## config.mk

```make
export PLATFORM = sky130hd
export DESIGN_NAME = step_ram_loader
export DESIGN_NICKNAME = d
export VERILOG_FILES = /design/src/rtl/step_pkg.sv /design/src/rtl/step_ram_loader.sv
export SDC_FILE = /design/constraint.sdc
export NUM_CORES = 1
export LEC_CHECK = 0
export ABC_AREA = 0
export ABC_CLOCK_PERIOD_IN_PS = 4200
export CORE_ASPECT_RATIO = 0.75
export CORE_MARGIN = 4
export CORE_UTILIZATION = 57
export CTS_BUF_LIST = sky130_fd_sc_hd__clkbuf_2
export DETAILED_ROUTE_END_ITERATION = 8
export PLACE_DENSITY = 0.95
export SLEW_MARGIN = 20
export SYNTH_ARGS = -nofsm -noshare
export SYNTH_HDL_FRONTEND = slang
export SYNTH_SLANG_ARGS = --single-unit
```

## constraint.sdc

```tcl
create_clock -name CLK -period 4.2 [get_ports CLK]
set_input_delay 1.26 -clock CLK [delete_from_list [all_inputs] [get_ports CLK]]
set_output_delay 1.26 -clock CLK [all_outputs]
set_load 0.01 [all_outputs]
```

## src/rtl/step_pkg.sv

```systemverilog
// Constants shared by the step coordinator, step RAM and RAM loader,
// plus the loader's state encoding.
package step_pkg;
    localparam int RAM_ADDRESS_WIDTH = 13;
    localparam int IO_WIDTH          = 32;
    localparam int DATA_WIDTH        = 2 * IO_WIDTH;
    localparam int RAM_DEPTH         = 200;

    typedef enum logic [2:0] {
        LOADER_IDLE,
        GET_COUNT,
        GET_LOW,
        GET_HIGH,
        DONE,
        ERROR
    } loader_state_t;
endpackage

```

## src/rtl/step_ram_loader.sv

```systemverilog
// Packs pairs of I/O words (low word first) into step RAM entries at
// consecutive addresses, then pulses Load_Done for the coordinator.
module step_ram_loader #(
    parameter int RAM_ADDRESS_WIDTH = step_pkg::RAM_ADDRESS_WIDTH,
    parameter int DATA_WIDTH        = step_pkg::DATA_WIDTH,
    parameter int IO_WIDTH          = step_pkg::IO_WIDTH,
    parameter int RAM_DEPTH         = step_pkg::RAM_DEPTH,
    parameter int BASE_ADDRESS      = 0
) (
    input  logic                         CLK,
    input  logic                         RST,
    input  logic                         Load_Start,
    input  logic                         INT,
    input  logic [IO_WIDTH-1:0]          IO_Data,
    output logic                         Busy,
    output logic                         Load_Done,
    output logic                         Load_Error,
    output logic                         Step_Memory_WR_Enable,
    output logic [RAM_ADDRESS_WIDTH-1:0] Step_RAM_WR_Address,
    output logic [DATA_WIDTH-1:0]        Step_RAM_WR_Data
);
    import step_pkg::*;

    localparam int AW = RAM_ADDRESS_WIDTH;
    // One extra bit so a count equal to the full RAM still compares correctly.
    localparam logic [AW:0] MAX_COUNT = (AW+1)'(RAM_DEPTH - BASE_ADDRESS);

    loader_state_t           state_q, state_d;
    logic [AW-1:0]           count_q, count_d;
    logic [AW-1:0]           index_q, index_d;
    logic [IO_WIDTH-1:0]     low_q, low_d;
    logic                    busy_q, busy_d;
    logic                    done_q, done_d;
    logic                    err_q, err_d;
    logic                    wr_en_q, wr_en_d;
    logic [AW-1:0]           wr_addr_q, wr_addr_d;
    logic [DATA_WIDTH-1:0]   wr_data_q, wr_data_d;
    logic                    last_pair;

    assign last_pair = (index_q + AW'(1)) == count_q;

    always_ff @(posedge CLK) begin
        if (RST) begin
            state_q   <= LOADER_IDLE;
            count_q   <= '0;
            index_q   <= '0;
            low_q     <= '0;
            busy_q    <= 1'b0;
            done_q    <= 1'b0;
            err_q     <= 1'b0;
            wr_en_q   <= 1'b0;
            wr_addr_q <= '0;
            wr_data_q <= '0;
        end else begin
            state_q   <= state_d;
            count_q   <= count_d;
            index_q   <= index_d;
            low_q     <= low_d;
            busy_q    <= busy_d;
            done_q    <= done_d;
            err_q     <= err_d;
            wr_en_q   <= wr_en_d;
            wr_addr_q <= wr_addr_d;
            wr_data_q <= wr_data_d;
        end
    end

    always_comb begin
        state_d = state_q;
        case (state_q)
            LOADER_IDLE: if (Load_Start) state_d = GET_COUNT;
            GET_COUNT: if (INT) begin
                if (IO_Data[AW-1:0] == '0)
                    state_d = DONE;
                else if ({1'b0, IO_Data[AW-1:0]} > MAX_COUNT)
                    state_d = ERROR;
                else
                    state_d = GET_LOW;
            end
            GET_LOW:     if (INT) state_d = GET_HIGH;
            GET_HIGH:    if (INT) state_d = last_pair ? DONE : GET_LOW;
            DONE, ERROR: state_d = LOADER_IDLE;
            default:     state_d = LOADER_IDLE;
        endcase
    end

    always_comb begin
        count_d   = count_q;
        index_d   = index_q;
        low_d     = low_q;
        wr_addr_d = wr_addr_q;
        wr_data_d = wr_data_q;
        wr_en_d   = 1'b0;
        done_d    = 1'b0;
        err_d     = err_q;
        busy_d    = (state_d != LOADER_IDLE) && (state_d != ERROR);
        case (state_q)
            LOADER_IDLE: if (Load_Start) err_d = 1'b0;
            GET_COUNT: if (INT) begin
                count_d = IO_Data[AW-1:0];
                index_d = '0;
            end
            GET_LOW: if (INT) low_d = IO_Data;
            GET_HIGH: if (INT) begin
                wr_en_d   = 1'b1;
                wr_addr_d = AW'(BASE_ADDRESS) + index_q;
                wr_data_d = {IO_Data, low_q};
                index_d   = index_q + AW'(1);
                done_d    = last_pair;
            end
            // A non-empty load already pulsed alongside its last write.
            DONE:    done_d = (count_q == '0);
            default: ;
        endcase
        if (state_d == ERROR) err_d = 1'b1;
    end

    assign Busy                  = busy_q;
    assign Load_Done             = done_q;
    assign Load_Error            = err_q;
    assign Step_Memory_WR_Enable = wr_en_q;
    assign Step_RAM_WR_Address   = wr_addr_q;
    assign Step_RAM_WR_Data      = wr_data_q;

endmodule

```

==> results of run 1 <==
-- cell usage in the layout (no fill, tap or decap), types with 3 or more instances in the layout --
cell and count:
and2_1 3, a21oi_1 141, nand4_1 6, inv_1 4, o21ai_1 4, nand3_1 9, clkinv_2 3, clkbuf_2 17
a31oi_1 4, xor2_1 6, xnor2_1 9, nand2_1 274, clkinv_1 4, nor4_1 6, clkdlybuf4s50_1 115, nor3_1 13
o21ai_0 4, clkinvlp_4 3, buf_4 8, bufinv_16 3, nor2_1 25, dfxtp_1 142
-- kinds of logic after synthesis --
group	synth area share
and+or+nand+nor	0.2595
AOI/OAI and AO/OA	0.1613
DFF	0.5117
buffers and inverters	0.03986
xor gates and xnor gates	0.02365
muxes	0.001802
adders and majority gates	0.002252
-- layer usage --
| metal | vias up | wire length, microns | global-route usage |
|---|---|---|---|
| met4 | 0 | 268 | 0.08675 |
| met1 | 2588 | 6467 | 0.3667 |
| met3 | 39 | 2110 | 0.1076 |
| met5 | - | 0 | 0 |
| li1 | 2624 | - | - |
| met2 | 332 | 7337 | 0.4499 |
-- area by class of cell --
type / count / share of cell area
sequential: 142 / 0.4064
multi-input combinational: 537 / 0.3581
timing repair buffer: 124 / 0.1760
tap: 128 / 0.02290
clock inverter: 14 / 0.02165
clock buffer: 17 / 0.01216
inverter: 5 / 0.002683
-- per-stage QoR --
| step | hold WS [ns] | cell area, sq um | util |
|---|---|---|---|
| finish | 0.4346 | 6994 | 0.7544 |
| global route | 0.4823 | 6994 | 0.7544 |
| global placement | 0.4374 | 6756 | 0.7287 |
| floorplan | 0.4321 | 5555 | - |
| CTS | 0.4472 | 6993 | 0.7543 |
| detailed placement | 0.4465 | 6756 | 0.7287 |
-- power groups by stage --
stage	sequential (W)	clock (W)	combinational (W)
5_1_grt	0.00137	0.000863	0.000131
3_5_place_dp	0.00140	0	0.000119
4_1_cts	0.00137	0.000806	0.000121
3_3_place_gp	0.00139	0	0.000116
2_1_floorplan	0.00139	0	0.0000566
6_report	0.00137	0.000798	0.000124
-- flip-flops by register name (all words and copies together), names as in the netlist, 3 cells and up --
signal	count
state_q	3
low_q	32
Step_RAM_WR_Address	13
Step_RAM_WR_Data	64
index_q	13
count_q	13
-- cell usage after synthesis --
master / n / area (sq um)
o2111ai_1: 1 / 8.760
nor4_1: 6 / 37.54
nand3b_1: 1 / 7.510
and4_1: 2 / 17.52
or4_1: 2 / 15.01
a21oi_1: 141 / 705.7
and3_1: 1 / 6.260
nor3b_1: 2 / 15.01
and2_1: 3 / 18.77
xor2_1: 6 / 52.55
buf_2: 3 / 15.01
o31ai_1: 2 / 15.01
or2_1: 1 / 6.260
nor3_1: 14 / 70.07
o21ai_0: 4 / 20.02
buf_1: 1 / 3.750
or3_1: 2 / 12.51
a31oi_1: 4 / 25.02
o21a_1: 1 / 7.510
a21o_1: 2 / 15.01
or4b_2: 1 / 10.01
inv_2: 1 / 3.750
o21ba_1: 1 / 10.01
o21ai_1: 4 / 20.02
nor2_1: 25 / 93.84
inv_1: 4 / 15.01
o22a_1: 1 / 8.760
a32oi_1: 1 / 8.760
o221ai_1: 1 / 8.760
a311o_1: 1 / 10.01
nand2_1: 275 / 1032
a2111oi_0: 1 / 8.760
a311oi_1: 2 / 17.52
nor2_2: 1 / 6.260
xnor2_1: 9 / 78.83
clkbuf_1: 47 / 176.4
ha_1: 1 / 12.51
o22ai_1: 1 / 6.260
dfxtp_1: 142 / 2843
mux2i_1: 1 / 10.01
nand3_1: 9 / 45.04
nand4_1: 6 / 37.54
buf_4: 1 / 7.510
or4b_1: 1 / 10.01
-- final timing paths --
| check | to | slack, ns | from | cells past startpoint |
|---|---|---|---|---|
| max | Step_RAM_WR_Data[32] | 1.23 | Step_RAM_WR_Data[32]$_SDFFE_PP0P_ | 1 |
| min | Step_RAM_WR_Data[7]$_SDFFE_PP0P_ | 0.43 | low_q[7]$_SDFFE_PP0P_ | 2 |
| min reg2reg | Step_RAM_WR_Data[7]$_SDFFE_PP0P_ | 0.43 | low_q[7]$_SDFFE_PP0P_ | 2 |
| max reg2reg | state_q[1]$_SDFF_PP0_ | 1.78 | index_q[0]$_SDFFE_PP0P_ | 7 |
==> results.json, run 1 <==
{
  "p_switching_w": 0.0005627,
  "syn-cell-area_sq_um": 5555,
  "n_antenna_cell": 0,
  "grt_use_total": 0.2860,
  "io_pins": 117,
  "hp-class": "flop to flop",
  "wl_per_cell_microns": 16.74,
  "cts_root_buffer": "clkbuf_2",
  "critical_path_arrival_ns": 1.71,
  "p_clk_frac": 0.348,
  "die_area_sq_um": 11410,
  "setup_tns_ns": 0,
  "peakVddDrop_v": 0.0002329,
  "antenna_found_initial": 0,
  "io_buffers": 116,
  "drc": 0,
  "cts_tree": "done",
  "syn_area_per_cell_sq_um": 7.548,
  "path_buf_inv": 1,
  "place_congestion": 0.9426,
  "hold_violations": 0,
  "startpoint_type": "flop",
  "dp_cells": 936,
  "clockBufferDepth": 2,
  "layout_min_cycle_time_ns": 2.974,
  "internal-power_w": 0.001728,
  "die_h_microns": 93.50,
  "cp.required_ns": 2.94,
  "syn_nets": 773,
  "grt_pass1_wl_microns": 25850,
  "synth-seq-cells": 142,
  "yosysSeqAreaShare": 0.5117,
  "fmax_mhz": 336.2,
  "initial_utilization": 0.5992,
  "crit_path_cell_trace": "clkdlybuf4s50_1",
  "numCtsBuffers": 17,
  "power_w": 0.002290,
  "synthCells": 736,
  "stdcell_count": 967,
  "first_iter_violations": 846,
  "drv_slew": 0,
  "firstDrtPassIters": 5,
  "drt_wl_total_microns": 16180,
  "crit_family": "buffers and inverters",
  "power_density_nw_per_um2": 327.5,
  "htree_num_levels": 4,
  "worst_slew_pin_slew_ns": 0.9612,
  "finalWorstSetupSlack_ns": 1.226,
  "coreArea_sq_um": 9271,
  "multi_input_area_sq_um": 2505,
  "first_global_vias": 5271,
  "grt_max_degree": 97,
  "yosys_warnings": 0,
  "grt-ovfl-total": 0,
  "p_leak_nw": 2.291,
  "vias_per_cell": 5.774,
  "drive_above_1_share": 0.05006,
  "slowest_stage": "clkdlybuf4s50_1",
  "post-cts-setup-buffers": 0,
  "period_share": 0.7082,
  "vias": 5583,
  "setup_violations": 0,
  "combPwrFrac": 0.054,
  "dp_slack_ns": 0.8853,
  "cp-end-kind": "output pin",
  "rsz0062_at_grt": "no",
  "cts_hold_buf": 0,
  "drv_cap": 0,
  "clock_latency_ns": 0.69,
  "cts_resized": 0,
  "fillCellCount": 691,
  "synth_cell_types": 44,
  "slew_headroom": 0.3592,
  "die_width_microns": 122.0,
  "crit_type": "flop to output pin",
  "clkTransAtPathRegs_ns": 0.21,
  "max_stage_delay_ns": 0.59,
  "hpwl_microns": 10870,
  "p_sw_frac": 0.2457,
  "p_seq_frac": 0.597,
  "clock_skew_ns": 0.02628,
  "clock-sinks": 142,
  "fin_nets": 864,
  "ant_nets": 0,
  "seqCellArea_sq_um": 2843,
  "status": "finished clean",
  "row_count": 30,
  "synthToLayoutAreaGrowth_pct": 25.90,
  "critPathMaxFanout": 2
}
Power figures use the tool's default switching activity.
==> run 2, diff against run 1 <==
- ABC_CLOCK_PERIOD_IN_PS: 4200 -> 3000
- CORE_UTILIZATION: 57 -> 53
- PLACE_DENSITY: 0.95 -> 0.94
- clock period: 4.2 -> 3 ns (I/O delays scaled with it)
==> results.json, run 2 (synthesis results as in run 1) <==
{
  "drv_slew": 0,
  "grt_max_degree": 76,
  "place_congestion": 0.9701,
  "drt_wl_total_microns": 14700,
  "layout_min_cycle_time_ns": 2.541,
  "hpwl_microns": 10090,
  "clkTransAtPathRegs_ns": 0.19,
  "period_share": 0.8469,
  "clockBufferDepth": 2,
  "clock_skew_ns": 0.02954,
  "cts_hold_buf": 0,
  "fillCellCount": 854,
  "rsz0062_at_grt": "no",
  "grt_pass1_wl_microns": 23940,
  "fin_nets": 873,
  "grt-ovfl-total": 0,
  "drv_cap": 0,
  "slew_headroom": 0.4850,
  "power_w": 0.003119,
  "final_util": 0.6893,
  "first_global_vias": 4841,
  "final_common_cell": "nand2_1",
  "clock-sinks": 142,
  "slowest_stage": "clkdlybuf4s50_1",
  "status": "finished clean",
  "io_buffers": 116,
  "setup_tns_ns": 0,
  "peakVddDrop_v": 0.0004001,
  "antenna_found_initial": 1,
  "row_count": 32,
  "post-cts-setup-buffers": 0,
  "wl_per_cell_microns": 14.91,
  "numCtsBuffers": 17,
  "firstDrtPassIters": 5,
  "coreArea_sq_um": 10250,
  "synthToLayoutAreaGrowth_pct": 27.18,
  "worst_slew_pin_slew_ns": 0.7725,
  "placed_cell_area_sq_um": 6847,
  "crit_path_cell_trace": "clkdlybuf4s50_1",
  "cts_resized": 0,
  "crit_type": "flop to output pin",
  "io_pins": 117,
  "grt_use_total": 0.2393,
  "cp.required_ns": 2.10,
  "crit_family": "buffers and inverters",
  "first_iter_violations": 369,
  "vias_per_cell": 5.390,
  "initial_utilization": 0.5420,
  "setup_violations": 0,
  "critical_path_arrival_ns": 1.64,
  "vias": 5315,
  "hp-class": "flop to flop",
  "dp_slack_ns": 0.1228,
  "power_density_nw_per_um2": 441.4,
  "die_width_microns": 126.2,
  "startpoint_type": "flop",
  "ant_nets": 0,
  "critPathMaxFanout": 2,
  "fmax_mhz": 393.6,
  "max_stage_delay_ns": 0.58,
  "die_h_microns": 96.67,
  "cts_tree": "done",
  "largest_reg_flops": 64,
  "p_leak_nw": 2.340,
  "cp-end-kind": "output pin",
  "mostFrequentLayoutCells": "274 x nand2_1, 142 x dfxtp_1, 141 x a21oi_1",
  "htree_num_levels": 4,
  "cts_root_buffer": "clkbuf_2",
  "hold_violations": 0,
  "path_buf_inv": 1,
  "drive_above_1_share": 0.06243,
  "clock_latency_ns": 0.68,
  "drc": 0,
  "finalWorstSetupSlack_ns": 0.4592,
  "die_area_sq_um": 12200,
  "final_area_sq_um": 7066
}
run 2: final timing paths:
check	start	to	slack (ns)	cells past startpoint
setup / recovery	Step_RAM_WR_Data[33]$_SDFFE_PP0P_	Step_RAM_WR_Data[33]	0.46	1
hold / removal	low_q[12]$_SDFFE_PP0P_	Step_RAM_WR_Data[12]$_SDFFE_PP0P_	0.46	2
setup reg to reg	index_q[0]$_SDFFE_PP0P_	state_q[1]$_SDFF_PP0_	0.66	7
hold reg to reg	low_q[12]$_SDFFE_PP0P_	Step_RAM_WR_Data[12]$_SDFFE_PP0P_	0.46	2
run 2: area by class of cell:
type                            instances  area, sq um  share of cell area
Antenna cell                            1        2.502           0.0003542
Sequential cell                       142         2843              0.4023
Tap cell                              136        170.2             0.02408
Clock inverter                         14        126.4             0.01789
Multi-Input combinational cell        537         2504              0.3543
Clock buffer                           18        90.09             0.01275
Inverter                                5        18.77            0.002656
Timing Repair Buffer                  133         1311              0.1856
run 2: per-layer routing:
layer / vias to the layer above / wire, microns / global-route usage
met5: - / 0 / 0
met4: 0 / 184 / 0.06430
met3: 20 / 1565 / 0.1115
met2: 181 / 6577 / 0.3572
met1: 2464 / 6373 / 0.3136
li1: 2650 / - / -
run 2: stage by stage:
stage          hold WS [ns]  instances
4_1_cts              0.4584        985
3_3_place_gp         0.4376        953
3_5_place_dp         0.4439        953
5_1_grt              0.4777        986
2_1_floorplan        0.4321        736
6_report             0.4636        986
run 2: where the power goes:
group / leakage [nW] / switching (W) / total (W) / internal [W]
logic: 1.06 / 0.0000966 / 0.000174 / 0.0000770
registers: 1.14 / 0.0000147 / 0.00192 / 0.00190
clock network: 0.138 / 0.000661 / 0.00103 / 0.000369
==> run 3, diff against run 2 <==
- ABC_CLOCK_PERIOD_IN_PS: 3000 -> 2500
- clock period: 3 -> 2.5 ns (I/O delays scaled with it)
==> results.json, run 3 (synthesis results as in run 1) <==
{
  "drv_slew": 0,
  "clockBufferDepth": 2,
  "numCtsBuffers": 17,
  "drc": 0,
  "ant_nets": 0,
  "p_switching_w": 0.0009800,
  "hp-class": "primary input to flop",
  "grt_pass1_wl_microns": 25040,
  "final_util": 0.7095,
  "slowest_stage": "clkdlybuf4s50_1",
  "htree_num_levels": 4,
  "io_buffers": 116,
  "p_clk_frac": 0.359,
  "worst_slew_pin_slew_ns": 0.6135,
  "finalWorstSetupSlack_ns": 0.09224,
  "die_area_sq_um": 12200,
  "cp.required_ns": 1.75,
  "die_width_microns": 126.2,
  "layout_min_cycle_time_ns": 2.408,
  "dp_cells": 968,
  "r2r-start": "index_q[1]$_SDFFE_PP0P_",
  "fmax_mhz": 415.3,
  "place_congestion": 0.9426,
  "min_path_cells": 3,
  "die_h_microns": 96.67,
  "coreArea_sq_um": 10250,
  "setup_tns_ns": 0,
  "mostFrequentLayoutCells": "274 x nand2_1, 141 x dfxtp_1, 141 x a21oi_1",
  "rsz0062_at_grt": "no",
  "max_stage_delay_ns": 0.57,
  "vias": 5462,
  "final_common_cell": "nand2_1",
  "clock_skew_ns": 0.02514,
  "period_share": 0.9631,
  "path_buf_inv": 1,
  "reg2reg_depth": 7,
  "power_density_nw_per_um2": 541.2,
  "crit_end": "Step_RAM_WR_Data[47]",
  "internal-power_w": 0.002955,
  "fin_nets": 888,
  "antenna_found_initial": 0,
  "p_sw_frac": 0.2490,
  "status": "finished clean",
  "startpoint_type": "flop",
  "crit_type": "flop to output pin",
  "dp_slack_ns": -0.2685,
  "clock-sinks": 142,
  "p_seq_frac": 0.584,
  "cts_root_buffer": "clkbuf_2",
  "combPwrFrac": 0.057,
  "stdcell_count": 1000,
  "initial_utilization": 0.5420,
  "rrSetupSlack_ns": 0.41,
  "crit_family": "buffers and inverters",
  "first_global_vias": 5158,
  "path_depth": 1,
  "peakVddDrop_v": 0.0004634,
  "synthToLayoutAreaGrowth_pct": 30.90,
  "clock_latency_ns": 0.69,
  "drv_cap": 0,
  "cts_hold_buf": 0,
  "fillCellCount": 838,
  "drt_wl_total_microns": 15350,
  "cp-end-kind": "output pin",
  "drive_above_1_share": 0.08102,
  "hold_violations": 0,
  "reg2reg_to": "state_q[1]$_SDFF_PP0_",
  "io_pins": 117,
  "slew_headroom": 0.5910,
  "cp-startpoint": "Step_RAM_WR_Data[47]$_SDFFE_PP0P_",
  "grt-ovfl-total": 0,
  "grt_use_total": 0.2500,
  "crit_path_cell_trace": "clkdlybuf4s50_1",
  "hpwl_microns": 10610,
  "clkTransAtPathRegs_ns": 0.21,
  "n_antenna_cell": 0,
  "largest_reg_flops": 64,
  "cts_tree": "done",
  "wl_per_cell_microns": 15.35,
  "critical_path_arrival_ns": 1.66,
  "p_leak_nw": 2.530,
  "row_count": 32,
  "critPathMaxFanout": 2,
  "grt_max_degree": 138,
  "vias_per_cell": 5.462,
  "first_iter_violations": 452,
  "firstDrtPassIters": 5,
  "setup_violations": 0
}
## run 3: changes by cell type in the layout (fill, tap and decap cells not counted), sizes merged
cell           before  now
buf                18   33
bufinv              2    3
clkbuf             18   19
clkdlybuf4s50     115  110
clkinv             10    5
clkinvlp            2    4
diode               1    0
dlymetal6s2s        0    5
inv                 5    6
## run 3: tightest hold or removal path: cells and delay by family
family                 cells  cell delay (ns)
AOI/OAI and AO/OA          1             0.05
buffers and inverters      1             0.12
and+or+nand+nor            1             0.12
## run 3: layout make-up
cell class,count,area [sq um],share of cell area
sequential,142,2844,0.3911
clock buffer,19,95.09,0.01308
timing repair buffer,148,1474,0.2027
inverter,5,18.77,0.002581
tap,136,170.2,0.02340
clock inverter,13,166.4,0.02288
multi-input combinational,537,2504,0.3443
## run 3: routing by layer
metal	part of all wire	vias to the layer above	track usage
li1	-	2682	-
met1	0.42	2542	0.3285
met2	0.46	212	0.3805
met3	0.11	26	0.1004
met4	0.013	0	0.07420
met5	0	-	0
## run 3: power groups by stage
stage	registers, W	clock network (W)	logic, W
6_report	0.00230	0.00141	0.000223
5_1_grt	0.00230	0.00154	0.000241
4_1_cts	0.00230	0.00143	0.000221
3_5_place_dp	0.00234	0	0.000219
3_3_place_gp	0.00234	0	0.000216
2_1_floorplan	0.00234	0	0.0000951
## run 3: stage by stage
stage / total power [W] / instance area, sq um / hold slack (ns)
2_1_floorplan: 0.002434 / 5555 / 0.4321
3_3_place_gp: 0.002560 / 6997 / 0.4370
3_5_place_dp: 0.002564 / 6997 / 0.4426
4_1_cts: 0.003955 / 7258 / 0.3236
5_1_grt: 0.004083 / 7272 / 0.3287
6_report: 0.003935 / 7272 / 0.3613
## run 3: how the worst min path moves through the flow
| stage | from | to | slack, ns |
|---|---|---|---|
| floorplan | low_q[0]$_SDFFE_PP0P_ | Step_RAM_WR_Data[0]$_SDFFE_PP0P_ | 0.43 |
| global placement | low_q[20]$_SDFFE_PP0P_ | Step_RAM_WR_Data[20]$_SDFFE_PP0P_ | 0.44 |
| detailed placement | low_q[3]$_SDFFE_PP0P_ | Step_RAM_WR_Data[3]$_SDFFE_PP0P_ | 0.44 |
| CTS | RST | Load_Done$_SDFF_PP0_ | 0.32 |
| global route | RST | Load_Done$_SDFF_PP0_ | 0.33 |
| finish | RST | Load_Done$_SDFF_PP0_ | 0.36 |
## run 3: what timing repair did
action / CTS / global route
resized for setup: 0 / 6
setup endpoints to repair: 0 / 6
buffers inserted: 0 / 0
